<file path="config.mk">
export PLATFORM = sky130hd
export DESIGN_NAME = ram_arbiter
export DESIGN_NICKNAME = d
export VERILOG_FILES = /design/src/rtl/ram_arbiter.sv
export SDC_FILE = /design/constraint.sdc
export NUM_CORES = 1
export LEC_CHECK = 0
export CORE_ASPECT_RATIO = 1.2
export CORE_UTILIZATION = 40
export CTS_CLUSTER_SIZE = 24
export DETAILED_ROUTE_END_ITERATION = 8
export PLACE_DENSITY = 0.8
export SETUP_SLACK_MARGIN = 0.2
export SLEW_MARGIN = 20
export SYNTH_ARGS = -nofsm -noshare
export SYNTH_HDL_FRONTEND = slang
export SYNTH_SLANG_ARGS = --single-unit
</file>
<file path="constraint.sdc">
create_clock -name clock -period 3.41 [get_ports clock]
set_input_delay 1.023 -clock clock [delete_from_list [all_inputs] [get_ports clock]]
set_output_delay 1.023 -clock clock [all_outputs]
set_load 0.005 [all_outputs]
</file>
<file path="src/rtl/ram_arbiter.sv">
// ram_arbiter: shares one RAM write channel and one RAM read channel between
// two requesters. Each channel has its own round-robin arbiter.
// Writes issue at most every second cycle. A read issues a single strobe,
// waits READ_LAT cycles for ReadData, captures it, and then pulses rd_valid
// to the requester that owns the read. A read to the address of a write that
// issues in the same cycle is held back until a later cycle, so it returns
// the new data. All outputs are registered. Reset is synchronous.
module ram_arbiter #(
   parameter int ADDR_W   = 4,
   parameter int DATA_W   = 8,
   parameter int READ_LAT = 1    // cycles from read strobe to ReadData valid, 1..3
) (
   input  logic                  clock,
   input  logic                  reset,
   // client side
   input  logic [1:0]            req_wr,
   input  logic [2*ADDR_W-1:0]   wr_addr,
   input  logic [2*DATA_W-1:0]   wr_data,
   input  logic [1:0]            req_rd,
   input  logic [2*ADDR_W-1:0]   rd_addr,
   output logic [1:0]            wr_gnt,
   output logic [1:0]            rd_gnt,
   output logic [1:0]            rd_valid,
   output logic [DATA_W-1:0]     rd_data,
   // RAM side
   input  logic                  WriteReady,
   input  logic                  ReadReady,
   output logic                  write,
   output logic                  read,
   output logic [ADDR_W-1:0]     WriteAddr,
   output logic [DATA_W-1:0]     WriteData,
   output logic [ADDR_W-1:0]     ReadAddr,
   input  logic [DATA_W-1:0]     ReadData
);

   // Two bits hold the largest supported latency (3).
   localparam int               CNT_W    = 2;
   localparam logic [CNT_W-1:0] LAT_LOAD = CNT_W'(READ_LAT);

   typedef enum logic {
      W_IDLE,
      W_HOLD
   } wr_state_t;

   typedef enum logic [1:0] {
      R_IDLE,
      R_WAIT,
      R_DONE
   } rd_state_t;

   // The single requester wins. If both request, the favoured one wins.
   function automatic logic pick_winner(input logic [1:0] req, input logic favour);
      logic win;
      case (req)
         2'b01:   win = 1'b0;
         2'b10:   win = 1'b1;
         default: win = favour;
      endcase
      return win;
   endfunction

   function automatic logic [1:0] one_hot(input logic idx);
      return idx ? 2'b10 : 2'b01;
   endfunction

   wr_state_t          wr_state, wr_state_n;
   rd_state_t          rd_state, rd_state_n;

   // Each channel favours the requester it did not grant last.
   logic               wr_favour;
   logic               rd_favour;

   logic               wr_win;
   logic               rd_win;
   logic [ADDR_W-1:0]  wr_win_addr;
   logic [DATA_W-1:0]  wr_win_data;
   logic [ADDR_W-1:0]  rd_win_addr;

   logic               wr_issue;
   logic               rd_issue;
   logic               rd_capture;
   logic               rd_hazard;

   logic               rd_owner;
   logic [CNT_W-1:0]   rd_cnt;

   // Winner selection and extraction of the winner's slice on each channel.
   always_comb begin
      wr_win      = pick_winner(req_wr, wr_favour);
      rd_win      = pick_winner(req_rd, rd_favour);
      wr_win_addr = wr_win ? wr_addr[2*ADDR_W-1:ADDR_W] : wr_addr[ADDR_W-1:0];
      wr_win_data = wr_win ? wr_data[2*DATA_W-1:DATA_W] : wr_data[DATA_W-1:0];
      rd_win_addr = rd_win ? rd_addr[2*ADDR_W-1:ADDR_W] : rd_addr[ADDR_W-1:0];
   end

   // Write FSM next state. A write issues from IDLE and then rests one cycle.
   always_comb begin
      // NOTE: every output of a combinational block gets a default first, so no
      // path through the case leaves a value unassigned and infers a latch.
      wr_state_n = wr_state;
      wr_issue   = 1'b0;
      case (wr_state)
         W_IDLE: begin
            if (WriteReady && (req_wr != 2'b00)) begin
               wr_issue   = 1'b1;
               wr_state_n = W_HOLD;
            end
         end
         W_HOLD:  wr_state_n = W_IDLE;
         default: wr_state_n = W_IDLE;
      endcase
   end

   // Read FSM next state. The hazard check holds back a read whose address
   // matches a write issuing in the same cycle.
   always_comb begin
      rd_hazard  = wr_issue && (rd_win_addr == wr_win_addr);
      rd_state_n = rd_state;
      rd_issue   = 1'b0;
      rd_capture = 1'b0;
      case (rd_state)
         R_IDLE: begin
            if (ReadReady && (req_rd != 2'b00) && !rd_hazard) begin
               rd_issue   = 1'b1;
               rd_state_n = R_WAIT;
            end
         end
         R_WAIT: begin
            if (rd_cnt == '0) begin
               rd_capture = 1'b1;
               rd_state_n = R_DONE;
            end
         end
         R_DONE:  rd_state_n = R_IDLE;
         default: rd_state_n = R_IDLE;
      endcase
   end

   // State registers for both FSMs.
   always_ff @(posedge clock) begin
      // NOTE: sequential state uses non-blocking assignments, so every register
      // samples values from before the edge, whatever the statement order.
      if (!reset) begin
         wr_state <= W_IDLE;
         rd_state <= R_IDLE;
      end else begin
         wr_state <= wr_state_n;
         rd_state <= rd_state_n;
      end
   end

   // Write datapath: strobe, grant, held address/data and the round-robin pointer.
   always_ff @(posedge clock) begin
      if (!reset) begin
         write     <= 1'b0;
         wr_gnt    <= 2'b00;
         WriteAddr <= '0;
         WriteData <= '0;
         wr_favour <= 1'b0;
      end else begin
         write  <= wr_issue;
         wr_gnt <= wr_issue ? one_hot(wr_win) : 2'b00;
         if (wr_issue) begin
            WriteAddr <= wr_win_addr;
            WriteData <= wr_win_data;
            wr_favour <= ~wr_win;
         end
      end
   end

   // Read datapath: strobe, grant, owner, latency counter, capture and valid.
   always_ff @(posedge clock) begin
      if (!reset) begin
         read      <= 1'b0;
         rd_gnt    <= 2'b00;
         ReadAddr  <= '0;
         rd_owner  <= 1'b0;
         rd_cnt    <= '0;
         rd_favour <= 1'b0;
         rd_valid  <= 2'b00;
         rd_data   <= '0;
      end else begin
         read   <= rd_issue;
         rd_gnt <= rd_issue ? one_hot(rd_win) : 2'b00;
         if (rd_issue) begin
            ReadAddr  <= rd_win_addr;
            rd_owner  <= rd_win;
            rd_cnt    <= LAT_LOAD;
            rd_favour <= ~rd_win;
         end else if ((rd_state == R_WAIT) && (rd_cnt != '0)) begin
            rd_cnt <= rd_cnt - CNT_W'(1);
         end
         rd_valid <= rd_capture ? one_hot(rd_owner) : 2'b00;
         if (rd_capture) begin
            rd_data <= ReadData;
         end
      end
   end

endmodule

</file>
==> metrics.txt <==
remaining routing DRC violations=0; status=finished, final reports clean; CORE AREA=4000 sq um; Yosys reg bits=39; largest stage delay on the critical path=0.48 ns; depth of the CTS H-tree=2; FILL cells=between 300 and 400; final instance count without filler cells=312; setup TNS=0 ns; critical path, cell by cell=clkdlybuf4s50_1 -> inv_1 -> ha_1 -> mux2i_4 -> buf_12 -> mux2i_4 -> xnor2_1 -> and2_1 -> a21oi_4 -> and3_4; Worst VDD drop=0.369 mV; Num CTS Buffers=5; Starting Density=0.424; First DRT Iteration DRCs=33; die span in x=61.5 um; Crit-path slowest cell=clkdlybuf4s50_1; Via density=4.96; Mapped Nets=216; worst slew pin tran=roughly 0.6 ns; Peak Freq=0.317 GHz; Final Hold Viols=0; Ys Warns=0; Placed Cells=around 300; Netlist Area Pre-Place=approximately 1700 sq um; Synth-to-Final Area Change=71.1%; CP Max Fanout=8; PD cells=437 nW/um^2; clock root cell=clkbuf_8; ys async rst share=0; HPWL Detailed=between 3000 and 4000 um; Post-synth EDFFs=0; drt first pass iters=4; I/O Pins=80; Syn Inst Count=163; WL/cell=15.1 um; die area=roughly 4500 sq um; worst skew pair latency=0.29 ns; CTS Buffer Depth=2; Reg clk slew, reported paths=around 0.080 ns; post-synthesis sequential area ratio=0.460; crit share post-route=0.924; Req. time, crit path=3.65 ns; Critical Setup Path Class=in -> reg; layout cells sized above 1=0.182; IO buf count=79; initial antenna violation count=0; gp weighted congestion=0.807; Avg Inst Size Synth=~10 sq um; maxcap violations=0; number of diodes=0; final count of negative-setup-slack endpoints=0; area of the multi-input gates=between 900 and 1000 sq um; Hold WC Path Type=reg -> reg; drt total wl=4700 um; Cell variety after synth=31; area leader, netlist=dfxtp_1; Clock Sinks=39; largest net degree at the start of global routing=28; most frequent CP cell=mux2i_4; Vias=1,546; global-route wire length before repair=6640 um; Yosys top cell area share=0.460; worst rel slew slack=0.610; crit path capture type=flop; Tot Pwr=1270 uW; RSZ-0062 raised after global routing=no; row count=25; dominant synthesized flop cell=dfxtp_1; Total GRT Usage=0.201; grt total ovfl=0; Fin Clk Skew=0.00560 ns; fin crit period=roughly 3.2 ns; Final ANT Viol Nets=0; LEAKAGE=about 0.0012 uW; CTS tree=done; arrival time worst endpoint=3.39 ns; Hold Buf Count CTS=0; Final Max Slew Viols=0; Startpoint Class=input port; Area contributors post-synth=dfxtp_1 (46%), mux2i_1 (15%), a211oi_1 (5.3%), nor2_1 (5.3%), ha_1 (3.7%); vias in the first global route=1,490; Seq. cell area=781 sq um; Die Y=73.4 um; Final nets=310
[worst max-delay path: cells and delay by family]
family	cells	cell delay (ns)
muxes	2	0.51
AOI/OAI and AO/OA	1	0.28
and+or+nand+nor	2	0.44
xor gates and xnor gates	1	0.12
adders and majority gates	1	0.32
buffers and inverters	3	0.69
[kinds of logic after synthesis]
logic type,synth area share
mux,0.174
xor+xnor,0.0258
fa+ha+maj,0.0368
flops,0.460
compound gates,0.147
buf+inv,0.0339
simple gates,0.123
[layer usage]
| metal | vias up | global-route usage | part of all wire |
|---|---|---|---|
| li1 | 775 | - | - |
| met1 | 719 | 0.217 | 0.38 |
| met2 | 45 | 0.356 | 0.55 |
| met3 | 7 | 0.0581 | 0.049 |
| met4 | 0 | 0.0864 | 0.016 |
| met5 | - | 0 | 0 |
[path summary, 6_finish.rpt]
kind	to	start	slack [ns]	depth (start not counted)
min	rd_valid[0]	rd_owner	0.46	1
min reg2reg	rd_valid[0]	rd_owner	0.46	1
max	rd_gnt[0]	req_wr[1]	0.26	10
max reg2reg	rd_gnt[0]	rd_favour	1.51	6
[cell type report]
cell class / count / share of cell area
Multi-Input combinational cell: 109 / 0.339
Timing Repair Buffer: 95 / 0.320
Sequential cell: 39 / 0.269
Clock buffer: 6 / 0.0284
Tap cell: 54 / 0.0233
Clock inverter: 2 / 0.0121
Inverter: 7 / 0.00904
[cells in the final DEF, fill, tap and decap left out, types with 3 or more instances in the layout]
| cell | n |
|---|---|
| nor2_1 | 24 |
| o211a_1 | 5 |
| buf_4 | 15 |
| clkbuf_8 | 6 |
| and2_1 | 3 |
| inv_1 | 4 |
| a211oi_1 | 12 |
| o211ai_1 | 6 |
| ha_1 | 3 |
| dfxtp_1 | 39 |
| mux2i_1 | 19 |
| mux2i_4 | 6 |
| clkdlybuf4s50_1 | 77 |
[power by group]
| part | switching (uW) | internal (uW) | total, uW |
|---|---|---|---|
| sequential | 21.9 | 492 | 513 |
| combinational | 147 | 212 | 359 |
| clock | 160 | 237 | 397 |
[repair_timing]
item | 4_1_cts | 5_1_grt
pin swaps | 0 | 6
gates resized for setup | 2 | 21
endpoints found under the setup margin | 5 | 12
endpoints found under the hold margin | 0 | 0
setup buffers | 0 | 2
[registers in the layout, summed over array words and instances (netlist names)]
| register | cells |
|---|---|
| WriteData | 8 |
| rd_data | 8 |
| ReadAddr | 4 |
| WriteAddr | 4 |
| rd_cnt | 2 |
| rd_gnt | 2 |
| rd_state | 2 |
| rd_valid | 2 |
| wr_gnt | 2 |
| rd_favour | 1 |
| rd_owner | 1 |
| read | 1 |
| wr_favour | 1 |
| wr_state | 1 |
[cell usage after synthesis, types with 2 or more instances]
master     n
nor3b_1    2
clkbuf_1   7
inv_1      6
mux2i_4    2
a211oi_1  12
nor3_1     2
ha_1       5
and2_1     3
xnor2_1    5
dfxtp_1   39
nor2_1    24
and3_1     2
mux2i_1   25
o211ai_1   6
nand3_1    3
o211a_1    5
[per-stage QoR]
step | worst slack [ns] | hold slack (ns) | util | cell area (sq um)
6_report | 0.258 | 0.456 | 0.726 | 2910
5_1_grt | 0.161 | 0.470 | 0.726 | 2910
3_3_place_gp | -0.0890 | 0.451 | 0.658 | 2640
3_5_place_dp | -0.124 | 0.450 | 0.658 | 2640
2_1_floorplan | 0.602 | 0.417 | - | 1700
4_1_cts | 0.199 | 0.460 | 0.689 | 2760
(Power assumes the default switching activity.)
